$ cat src/rtl/pipelined_add_chain_pkg.sv
// +----------------------------------------------------------------------+
// | pipelined_add_pkg: defaults and per-stage add (wrap or saturate)     |
// | Optional: PIPELINED_ADD_CHAIN_SAT_EN selects saturating arithmetic.  |
// | Revision: 1.0                                                        |
// +----------------------------------------------------------------------+
`default_nettype none

package pipelined_add_pkg;

  localparam int unsigned PAC_WIDTH_DEF  = 16;
  localparam int unsigned PAC_STAGES_DEF = 2;
  localparam int unsigned PAC_INC_DEF    = 1;
  localparam int unsigned PAC_MAXW       = 64;

  // Operands arrive zero-extended to PAC_MAXW; the caller truncates to width.
  function automatic logic [PAC_MAXW-1:0] stage_add(
    input logic [PAC_MAXW-1:0] a,
    input logic [PAC_MAXW-1:0] inc,
    input int unsigned         width
  );
`ifdef PIPELINED_ADD_CHAIN_SAT_EN
    logic [PAC_MAXW:0] sum;
    logic [PAC_MAXW:0] lim;
    sum = {1'b0, a} + {1'b0, inc};
    lim = {{PAC_MAXW{1'b0}}, 1'b1} << width;
    if (sum >= lim) begin
      sum = lim - {{PAC_MAXW{1'b0}}, 1'b1};
    end
    stage_add = sum[PAC_MAXW-1:0];
`else
    logic [PAC_MAXW-1:0] mask;
    mask = (width >= PAC_MAXW) ? {PAC_MAXW{1'b1}}
                               : (({{(PAC_MAXW-1){1'b0}}, 1'b1} << width) - {{(PAC_MAXW-1){1'b0}}, 1'b1});
    stage_add = (a + inc) & mask;
`endif
  endfunction

endpackage

`default_nettype wire

$ cat src/rtl/pipelined_add_chain_stage.sv
// +----------------------------------------------------------------------+
// | pipelined_add_stage: one valid/data register pair of the add chain   |
// | Revision: 1.0                                                        |
// +----------------------------------------------------------------------+
`default_nettype none

import pipelined_add_pkg::*;

module pipelined_add_stage #(
  parameter int unsigned WIDTH = PAC_WIDTH_DEF,
  parameter int unsigned INC   = PAC_INC_DEF
) (
  input  logic             clk,
  input  logic             rst,
  input  logic             adv_i,
  input  logic             prev_v_i,
  input  logic [WIDTH-1:0] prev_d_i,
  output logic             v_o,
  output logic [WIDTH-1:0] d_o
);

  logic             v_q;
  logic             v_d;
  logic [WIDTH-1:0] d_q;
  logic [WIDTH-1:0] d_d;

  // Data only loads with a valid datum, so bubbles leave the last value in place.
  always_comb begin
    v_d = v_q;
    d_d = d_q;
    if (adv_i) begin
      v_d = prev_v_i;
      if (prev_v_i) begin
        d_d = WIDTH'(stage_add(PAC_MAXW'(prev_d_i), PAC_MAXW'(INC), WIDTH));
      end
    end
  end

  always_ff @(posedge clk) begin
    if (rst) begin
      v_q <= 1'b0;
      d_q <= '0;
    end else begin
      v_q <= v_d;
      d_q <= d_d;
    end
  end

  assign v_o = v_q;
  assign d_o = d_q;

endmodule

`default_nettype wire

$ cat src/rtl/pipelined_add_chain.sv
// +----------------------------------------------------------------------+
// | pipelined_add_chain: STAGES-deep valid/ready add-INC pipeline with   |
// | bubble collapsing and occupancy. Optional: PIPELINED_ADD_CHAIN_SAT_EN|
// | Revision: 1.0                                                        |
// +----------------------------------------------------------------------+
`default_nettype none

import pipelined_add_pkg::*;

module pipelined_add_chain #(
  parameter int unsigned WIDTH  = PAC_WIDTH_DEF,
  parameter int unsigned STAGES = PAC_STAGES_DEF,
  parameter int unsigned INC    = PAC_INC_DEF
) (
  input  logic                         clk,
  input  logic                         rst,
  input  logic                         in_valid,
  input  logic [WIDTH-1:0]             in_data,
  output logic                         in_ready,
  output logic                         out_valid,
  input  logic                         out_ready,
  output logic [WIDTH-1:0]             result,
  output logic [$clog2(STAGES+1)-1:0]  occupancy
);

  localparam int unsigned OCC_W = $clog2(STAGES + 1);

  logic [STAGES:0]   w_adv;
  logic [STAGES-1:0] w_v;
  logic [WIDTH-1:0]  w_d      [STAGES];
  logic [STAGES-1:0] w_prev_v;
  logic [WIDTH-1:0]  w_prev_d [STAGES];

  // A stage may advance if it is empty or the stage ahead of it advances.
  always_comb begin
    w_adv         = '0;
    w_adv[STAGES] = out_ready;
    for (int i = int'(STAGES) - 1; i >= 0; i--) begin
      w_adv[i] = !w_v[i] || w_adv[i+1];
    end
  end

  assign w_prev_v[0] = in_valid;
  assign w_prev_d[0] = in_data;

  for (genvar i = 0; i < int'(STAGES); i++) begin : g_stage
    if (i > 0) begin : g_link
      assign w_prev_v[i] = w_v[i-1];
      assign w_prev_d[i] = w_d[i-1];
    end

    pipelined_add_stage #(
      .WIDTH (WIDTH),
      .INC   (INC)
    ) u_stage (
      .clk      (clk),
      .rst      (rst),
      .adv_i    (w_adv[i]),
      .prev_v_i (w_prev_v[i]),
      .prev_d_i (w_prev_d[i]),
      .v_o      (w_v[i]),
      .d_o      (w_d[i])
    );
  end

  logic             w_accept;
  logic             w_drain;
  logic [OCC_W-1:0] occ_q;
  logic [OCC_W-1:0] occ_d;

  assign w_accept = in_valid && w_adv[0];
  assign w_drain  = w_v[STAGES-1] && out_ready;

  always_comb begin
    occ_d = occ_q;
    if (w_accept && !w_drain) begin
      occ_d = occ_q + OCC_W'(1);
    end else if (w_drain && !w_accept) begin
      occ_d = occ_q - OCC_W'(1);
    end
  end

  always_ff @(posedge clk) begin
    if (rst) begin
      occ_q <= '0;
    end else begin
      occ_q <= occ_d;
    end
  end

  assign in_ready  = w_adv[0];
  assign out_valid = w_v[STAGES-1];
  assign result    = w_d[STAGES-1];
  assign occupancy = occ_q;

endmodule

`default_nettype wire

$ cat config.mk
export PLATFORM = sky130hd
export DESIGN_NAME = pipelined_add_chain
export DESIGN_NICKNAME = d
export VERILOG_FILES = /design/src/rtl/pipelined_add_chain_pkg.sv /design/src/rtl/pipelined_add_chain_stage.sv /design/src/rtl/pipelined_add_chain.sv
export SDC_FILE = /design/constraint.sdc
export NUM_CORES = 1
export LEC_CHECK = 0
export BUFFER_PORTS_ARGS = -buffer_cell sky130_fd_sc_hd__clkbuf_2
export CAP_MARGIN = 15
export CORE_MARGIN = 2
export CORE_UTILIZATION = 37
export CTS_CLUSTER_DIAMETER = 50
export DETAILED_ROUTE_END_ITERATION = 6
export PLACE_DENSITY = 0.54
export SLEW_MARGIN = 20
export SYNTH_ARGS = -nofsm -noshare
export SYNTH_HDL_FRONTEND = slang
export SYNTH_HIERARCHICAL = 1
export SYNTH_SLANG_ARGS = --single-unit
$ cat constraint.sdc
create_clock -name clk -period 4 [get_ports clk]
set_clock_uncertainty 0.05 [all_clocks]
set_input_delay 0.8 -clock clk [delete_from_list [all_inputs] [get_ports clk]]
set_output_delay 0.8 -clock clk [all_outputs]
set_load 0.03 [all_outputs]
After elaboration in Yosys (flattened, before gate mapping)
Index checks and enable logic that the tools add are counted.
Operators by class
  add/sub/neg operators: 4
  multiplexer cells: 2
  reduce and logical (&&, ||, !) cells: 13
Operators with widths (count)
  $add A16 B1 Y16 const B: 2
  $logic_and A1 B1 Y1: 4
  $logic_not A1 Y1: 4
  $mux W2: 2
  $reduce_and A2 Y1: 2
  $add A2 B1 Y2 const B: 1
  $logic_or A1 B1 Y1: 2
  $reduce_bool A2 Y1: 1
  $sub A2 B1 Y2 const B: 1
Word-level totals
  flip-flop bits (word level): 36
  input bits: 20
  output and inout port bits: 20
  logic and storage cells: 24

Logic depth before layout (Yosys ltp)
Gate-level depths: netlist of run 1.
  word-level depth: 8
  depth in mapped cells: 6

By module
The synthesis of run 1 kept the hierarchy.
Modules (own cells, without submodules)
  pipelined_add_stage: times used 2, cells an instance 99, area an instance 900.9 um^2
  pipelined_add_chain: times used 1, cells an instance 13, area an instance 113.9 um^2

Worst setup path before layout of run 1
Ideal clock, no wire load.
  kind: in2reg
  start point: in out_ready
  end point: reg occ_q[1] (netlist: occupancy[1])
  arrival time: 2.249 ns
  setup slack: 1.631 ns
  cell stages on the path: 5
  path buffers: 0
  cells stage by stage: nand3b_1 and2_1 ha_1 or3_1 a21oi_1
Between the ends
  longest elaborated chain between the ends: 6
RTL lines
  from (decl): RTL line pipelined_add_chain.sv:21  | input logic out_ready,
  $logic_or A1 B1 Y1 (2 in a row): RTL line pipelined_add_chain.sv:39  | w_adv[i] = !w_v[i] || w_adv[i+1];
  $logic_and A1 B1 Y1: RTL line pipelined_add_chain.sv:71  | assign w_accept = in_valid && w_adv[0];
  $logic_not A1 Y1: RTL line pipelined_add_chain.sv:78  | end else if (w_drain && !w_accept) begin
  $logic_and A1 B1 Y1: RTL line pipelined_add_chain.sv:78
  $reduce_bool A2 Y1 (no line)
  to (signal assigned): RTL line pipelined_add_chain.sv:85  | occ_q <= '0;
  to (signal assigned): RTL line pipelined_add_chain.sv:87  | occ_q <= occ_d;
  to (decl): RTL line pipelined_add_chain.sv:68  | logic [OCC_W-1:0] occ_q;
Several ways; a longest one is shown, not always the timed one.
A chain may end at the register's enable or synchronous reset.

Worst setup path in the final report of run 1
  start point: in out_ready
  end point: out in_ready
Between the ends
  longest elaborated chain between the ends: 2
RTL lines
  $logic_or A1 B1 Y1 (2 in a row): RTL line pipelined_add_chain.sv:39
  to (decl): RTL line pipelined_add_chain.sv:19  | output logic in_ready,
No other way between the ends.

==> results_dict.tcl, run 1 <==
set metrics [dict create \
    crit_required_ns 3.15 \
    leakage_nw 0.799 \
    grt_pass1_vias 1244 \
    synth_area_leaders "dfxtp_1 (38%), xnor2_1 (10%), a211oi_1 (7.8%), nor2_1 (7.3%), nor4_2 (5.2%)" \
    synthFlopType "dfxtp_1" \
    hold_viol_final 0 \
    rsz0062_at_grt "no" \
    drtAntennaViolNets 0 \
    grt_max_degree 37 \
    routabilityCongestion 0.758 \
    place_hpwl_mm 2.58 \
    drive_gt1_frac 0.282 \
    antenna_found_initial 0 \
    setup_viol 0 \
    synth_top_area_share 0.376 \
    insertion_delay_ns 0.28 \
    post-route-period-util 0.535 \
    drc 0 \
    synthCells 211 \
    place_area_um2 2150 \
    synth_edf_count 0 \
    post-cts-setup-buffers 0 \
    design_area_um2 2230 \
    ys_ff_latch 36 \
    grt_usage 0.131 \
    stdcell_count 315 \
    core_area_um2 5040 \
    nets 268 \
    vdd_drop_max_uv 123 \
    relSlewSlack 0.472 \
    path_clk_slew_ns 0.07 \
    wl_per_cell_um 11.1 \
    synthArstFlopShare 0 \
    tns_ns 0 \
    htreeDepth 2 \
    fp.dieH_um 76.0 \
    syn-cell-area_um2 1920 \
    vias 1480 \
    max_cap_viol_count 0 \
    pin_count 40 \
    hp-class "reg -> reg" \
    drt_first_pass_iters 4 \
    synth.distinct_cells 27 \
    root_buffer "clkbuf_8" \
    syn_nets 234 \
    dp_cells 308 \
    drv_slew 0 \
    path_class "in -> out" \
    status "completed" \
    die_w_um 76.0 \
    fillers 518 \
    initial_core_util 0.380 \
    syn-mean-instance-area_um2 9.08 \
    cp-start-kind "input pin" \
    period_needed_ns 2.14 \
    cts_buffers 5 \
    die-area_um2 5770 \
    cts_tree "yes" \
    fmax_mhz 467 \
    n_antenna_cell 0 \
    synth_top_area_cell "dfxtp_1" \
    cp-end-kind "output port" \
    power_mw 0.789 \
    rows 26 \
    regArea_um2 721 \
    holdWs_ns 0.439 \
    drtIter0Drc 74 \
    post_cts_resized 0 \
    worstPathArrival_ns 1.29 \
    layout_setup_ws_ns 1.86 \
    via_per_inst 4.70 \
    seq_area_frac_synth 0.376 \
    portBuffers 39 \
    crit_path_max_fanout 4 \
    multi_input_area_um2 1120 \
    synth_common_cells "nor2_1 (37), dfxtp_1 (36), xnor2_1 (22)" \
    area_growth_pct 16.6 \
    yosysWarnings 6 \
    grt-ovfl-total 0 \
    grt_pass1_wl_mm 6.19 \
    place_ws_ns 1.57 \
    synth.most_common_cell "nor2_1" \
    powerDensity_nw_per_um2 353 \
    clock-sinks 36 \
    final_util 0.443 \
    routed_wl_mm 3.51 \
    tightest_slew_ns 0.793 \
    ctsLongestPathBuffers 2 \
    hold_buffers 0 \
]
==> cells in the final DEF, fill, tap and decap left out <==
master,synthesis,layout
clkbuf_2,0,39
dfxtp_1,36,36
a21oi_1,3,3
nor3_1,8,8
nand3_2,2,2
nand2b_1,1,1
nand4_2,2,2
or3_1,5,5
a211oi_2,6,6
clkinv_2,0,1
nand4_4,2,2
nand3_4,2,2
clkbuf_1,8,1
and2_1,3,1
o21ai_0,5,5
nand2_1,7,7
nor2_1,37,37
mux2i_1,2,2
and2_2,0,2
nand4_1,2,2
nand3b_1,1,1
a311oi_1,4,4
nand3_1,6,6
ha_1,3,3
nor4_2,8,8
xor2_1,4,4
clkbuf_8,0,5
xnor2_1,22,22
inv_1,8,8
a211oi_1,20,20
==> sequential cells by signal, indices dropped and copies added, names as in the netlist <==
signal               cells
g_stage.u_stage/d_o     32
occupancy                2
g_stage.u_stage/v_o      2
==> critical path, stage by stage <==
cell and delay (ns):
clkbuf_2 0.09, nand3b_1 0.19, clkbuf_2 0.21
==> area by class of cell <==
cell class	count	area share
flip-flops and latches	36	0.323
well taps	70	0.0392
multi-input cells	155	0.503
repair buffers	39	0.0874
clock inverters	1	0.00224
inverters	8	0.0134
clock buffers	6	0.0325
==> worst paths after layout <==
path / from / end / slack [ns] / depth (start not counted)
max: out_ready / in_ready / 1.86 / 3
min: occupancy[1]$_SDFFE_PP0P_ / occupancy[1]$_SDFFE_PP0P_ / 0.44 / 2
max reg2reg: g_stage[1].u_stage/v_o$_SDFFE_PP0P_ / occupancy[1]$_SDFFE_PP0P_ / 2.31 / 5
min reg2reg: occupancy[1]$_SDFFE_PP0P_ / occupancy[1]$_SDFFE_PP0P_ / 0.44 / 2
==> where the power goes <==
part	switching [mW]	total (mW)	internal, mW	leakage (nW)
Combinational	0.0899	0.144	0.0537	0.460
Clock	0.115	0.233	0.118	0.0410
Sequential	0.0266	0.412	0.385	0.298
Total	0.231	0.789	0.557	0.799
==> cell families after synthesis <==
family          count (synthesis)  synth area share
simple gates                   86             0.279
buf+inv                        20            0.0392
flops                          36             0.376
mux                             2            0.0105
compound gates                 38             0.157
xor+xnor                       26             0.119
fa+ha+maj                       3            0.0196
==> per-layer routing <==
| layer | GRT usage | routed length (um) | vias to the layer above |
|---|---|---|---|
| li1 | - | - | 823 |
| met1 | 0.200 | 1910 | 615 |
| met2 | 0.170 | 1390 | 40 |
| met3 | 0.0393 | 173 | 2 |
| met4 | 0.0491 | 34 | 0 |
| met5 | 0 | 0 | - |
Note: power is estimated with default switching activity, not from simulation.
==> run 2: changes to the inputs <==
PLACE_DENSITY = 0.56   (was 0.54)
clock period = 1.85 ns   (was 4 ns; I/O delays follow)
==> results_dict.tcl, run 2 (same netlist as run 1, synthesis figures left out) <==
set metrics [dict create \
    critPathMaxStageDelay_ns 0.41 \
    layout_commonest_cell "clkbuf_2" \
    drtAntennaViolNets 0 \
    grt_pass1_vias 1390 \
    worstPathArrival_ns 1.82 \
    post-cts-setup-buffers 0 \
    cts_tree "yes" \
    drt_first_pass_iters 4 \
    hold_viol_final 0 \
    grt-ovfl-total 0 \
    status "completed" \
    drv_slew 0 \
    rsz0062_at_grt "no" \
    relSlewSlack 0.722 \
    path_class "reg -> reg" \
    crit_path_max_fanout 7 \
    pin_count 40 \
    hold_buffers 0 \
    portBuffers 39 \
    most-common-layout-cells "clkbuf_2 (39), nor2_1 (37), dfxtp_1 (35)" \
    n_antenna_cell 0 \
    insertion_delay_ns 0.28 \
    post-route-period-util 0.899 \
    critPathBufInv 0 \
    powerDensity_nw_per_um2 766 \
    core_area_um2 5040 \
    tightest_slew_ns 0.417 \
    period_needed_ns 1.66 \
    cp-end-kind "register" \
    routabilityCongestion 0.730 \
    regArea_um2 724 \
    hp-class "in -> reg" \
    rows 26 \
    grt_max_degree 33 \
    initial_core_util 0.380 \
    die-area_um2 5770 \
    cp-start-kind "register" \
    leakage_nw 0.842 \
    slowest_stage "dfxtp_1" \
    clock-sinks 36 \
    place_hpwl_mm 2.74 \
    post_cts_resized 0 \
    ctsLongestPathBuffers 2 \
    setup_viol 0 \
    max_cap_viol_count 0 \
    cts_buffers 5 \
    multi_input_area_um2 1130 \
    fmax_mhz 601 \
    fp.dieH_um 76.0 \
    place_ws_ns 0.132 \
    fillers 514 \
    drc 0 \
    wl_per_cell_um 11.2 \
    largest_register_ffs 32 \
    stdcell_count 320 \
    crit_chain "ha_1, nand3_2, nor4_2, xnor2_1, a211oi_2" \
    vdd_drop_max_uv 251 \
    die_w_um 76.0 \
    routed_wl_mm 3.60 \
    dp_cells 312 \
    path_clk_slew_ns 0.07 \
    htreeDepth 2 \
    via_per_inst 4.78 \
    drtIter0Drc 17 \
    antenna_found_initial 0 \
    grt_pass1_wl_mm 6.51 \
    tns_ns 0 \
    nets 272 \
    root_buffer "clkbuf_8" \
    vias 1530 \
    layout_setup_ws_ns 0.187 \
    crit_required_ns 2.00 \
    drive_gt1_frac 0.300 \
    cpLargestDelayFamily "simple AND/OR/NAND/NOR gates" \
    grt_usage 0.137 \
    area_growth_pct 21.6 \
]
[run 2: cell types whose count changed in the layout (fill, tap and decap cells not counted), sizes merged]
cell	delta
buf	+4
clkinv	+1
[run 2: path summary, 6_finish.rpt]
| check | depth (start not counted) | startpoint | endpoint | slack [ns] |
|---|---|---|---|---|
| max | 5 | g_stage[0].u_stage/d_o[1]$_SDFFE_PP0P_ | g_stage[1].u_stage/d_o[14]$_SDFFE_PP0P_ | 0.19 |
| min | 2 | in_data[0] | g_stage[0].u_stage/d_o[0]$_SDFFE_PP0P_ | 0.29 |
| max reg2reg | 5 | g_stage[0].u_stage/d_o[1]$_SDFFE_PP0P_ | g_stage[1].u_stage/d_o[14]$_SDFFE_PP0P_ | 0.19 |
| min reg2reg | 2 | g_stage[1].u_stage/d_o[1]$_SDFFE_PP0P_ | g_stage[1].u_stage/d_o[1]$_SDFFE_PP0P_ | 0.45 |
[run 2: power breakdown]
group	switching (mW)	internal, mW
registers	0.0548	0.832
logic	0.203	0.133
clock network	0.266	0.297
[run 2: per-stage QoR]
| step | area (um2) | total power [mW] | hold WS [ns] | util |
|---|---|---|---|---|
| after floorplan | 1930 | 1.13 | 0.389 | - |
| after global placement | 2240 | 1.24 | 0.429 | 0.444 |
| after detailed placement | 2240 | 1.24 | 0.440 | 0.444 |
| after CTS | 2330 | 1.82 | 0.283 | 0.462 |
| after global routing | 2330 | 1.89 | 0.291 | 0.462 |
| final | 2330 | 1.78 | 0.293 | 0.462 |
[run 2: area by class of cell]
class                           instances  area share
Clock buffer                            6      0.0354
Clock inverter                          2     0.00430
Inverter                                8      0.0129
Multi-Input combinational cell        155       0.486
Sequential cell                        36       0.311
Tap cell                               70      0.0376
Timing Repair Buffer                   43       0.113
[run 2: worst reg2reg max path, stage by stage (launching register included)]
cell      delay [ns]
dfxtp_1         0.41
ha_1            0.23
nand3_2         0.19
nor4_2          0.35
xnor2_1         0.14
a211oi_2        0.21
[run 2: routing by layer]
metal	vias up	global-route usage	wire, um
met3	7	0.0286	165
met1	653	0.200	1930
met5	-	0	0
met2	36	0.195	1430
met4	0	0.0600	76
li1	834	-	-
==> run 3: changes to the inputs <==
CORE_UTILIZATION = 46   (was 37)
CTS_BUF_LIST = sky130_fd_sc_hd__clkbuf_16   (was unset)
PLACE_DENSITY = 0.68   (was 0.56)
==> results_dict.tcl, run 3 (same netlist as run 1, synthesis figures left out) <==
set metrics [dict create \
    via_per_inst 5.05 \
    critPathMaxStageDelay_ns 0.41 \
    post_cts_resized 0 \
    insertion_delay_ns 0.27 \
    grt-ovfl-total 0 \
    pwr-share-clk 0.385 \
    rows 23 \
    drive_gt1_frac 0.282 \
    path_class "reg -> reg" \
    worstPathArrival_ns 1.69 \
    hold_viol_final 0 \
    area_growth_pct 21.2 \
    vias 1506 \
    grt_usage 0.148 \
    relSlewSlack 0.476 \
    drtAntennaViolNets 0 \
    cp-end-kind "register" \
    hp-class "in -> reg" \
    grt_pass1_wl_mm 5.33 \
    portBuffers 39 \
    leakage_nw 0.850 \
    n_antenna_cell 0 \
    post-route-period-util 0.873 \
    tightest_slew_ns 0.787 \
    wl_per_cell_um 11.2 \
    drt_first_pass_iters 4 \
    drc 0 \
    antenna_found_initial 0 \
    cp-start-kind "register" \
    drv_slew 0 \
    final_util 0.580 \
    clock-sinks 36 \
    dr_wl_met3_um 198 \
    post-cts-setup-buffers 0 \
    path_clk_slew_ns 0.05 \
    place_hpwl_mm 2.50 \
    grt_max_degree 37 \
    powerDensity_nw_per_um2 851 \
    slowest_stage "dfxtp_1" \
    crit_required_ns 1.92 \
    crit_path_max_fanout 7 \
    htreeDepth 2 \
    routed_wl_mm 3.34 \
    drtIter0Drc 79 \
    layout_commonest_cell "clkbuf_2" \
    core_area_um2 4000 \
    layout_setup_ws_ns 0.235 \
    die-area_um2 4700 \
    die_w_um 68.5 \
    crit_chain "ha_1, nand3_2, nor4_2, xnor2_1, a211oi_2" \
    tns_ns 0 \
    rsz0062_at_grt "no" \
    cts_buffers 5 \
    fmax_mhz 619 \
    cts_tree "yes" \
    top_layer "met4" \
    critPathBufInv 0 \
    initial_core_util 0.479 \
    holdWs_ns 0.296 \
    status "completed" \
    most-common-layout-cells "clkbuf_2 (39), nor2_1 (37), dfxtp_1 (35)" \
    period_needed_ns 1.62 \
    place_ws_ns 0.136 \
    ctsLongestPathBuffers 2 \
    setup_viol 0 \
    intPower_mw 1.44 \
    p_comb_frac 0.165 \
    met2_length_mm 1.35 \
    vdd_drop_max_uv 480 \
    fp.dieH_um 68.5 \
    grt_pass1_vias 1167 \
    sw_frac_of_total 0.269 \
    root_buffer "clkbuf_16" \
    cpLargestDelayFamily "simple AND/OR/NAND/NOR gates" \
    p_switching_mw 0.531 \
    power_frac_seq 0.450 \
    max_cap_viol_count 0 \
    wl_met1_mm 1.77 \
    nets 270 \
    largest_register_ffs 32 \
    pin_count 40 \
    routabilityCongestion 0.660 \
    hold_buffers 0 \
]
## run 3: metrics by stage
step           instance area [um2]  power (mW)  std cells
2_1_floorplan                 1930        1.13        211
3_3_place_gp                  2180        1.23        290
3_5_place_dp                  2180        1.23        290
4_1_cts                       2320        1.99        298
5_1_grt                       2320        2.07        298
6_report                      2320        1.97        298
## run 3: power by group through the flow
stage / registers [mW] / logic, mW / clock network (mW)
after global placement: 0.904 / 0.323 / 0
final: 0.890 / 0.325 / 0.760
after global routing: 0.897 / 0.361 / 0.813
after detailed placement: 0.906 / 0.327 / 0
after CTS: 0.890 / 0.328 / 0.776
after floorplan: 0.957 / 0.169 / 0
## run 3: final timing paths
path                                                             start                                 endpoint  slack (ns)  depth (start not counted)
worst max register to register  g_stage[0].u_stage/d_o[0]$_SDFFE_PP0P_  g_stage[1].u_stage/d_o[14]$_SDFFE_PP0P_        0.23                          5
worst min-delay path                                        in_data[0]   g_stage[0].u_stage/d_o[0]$_SDFFE_PP0P_        0.30                          2
worst min register to register  g_stage[1].u_stage/d_o[1]$_SDFFE_PP0P_   g_stage[1].u_stage/d_o[1]$_SDFFE_PP0P_        0.44                          2
worst max-delay path            g_stage[0].u_stage/d_o[0]$_SDFFE_PP0P_  g_stage[1].u_stage/d_o[14]$_SDFFE_PP0P_        0.23                          5
## run 3: area by class of cell
type                            instances  area (um2)
Timing Repair Buffer                   41         235
Sequential cell                        36         724
Inverter                                8        30.0
Multi-Input combinational cell        155        1130
Tap cell                               50        62.6
Clock inverter                          3        11.3
Clock buffer                            5         125
Fill cell                             379        1680
## run 3: routing by layer
layer | vias to the layer above | GRT usage
met5 | - | 0
met4 | 0 | 0.0375
met3 | 3 | 0.0438
met2 | 34 | 0.221
met1 | 640 | 0.209
li1 | 829 | -
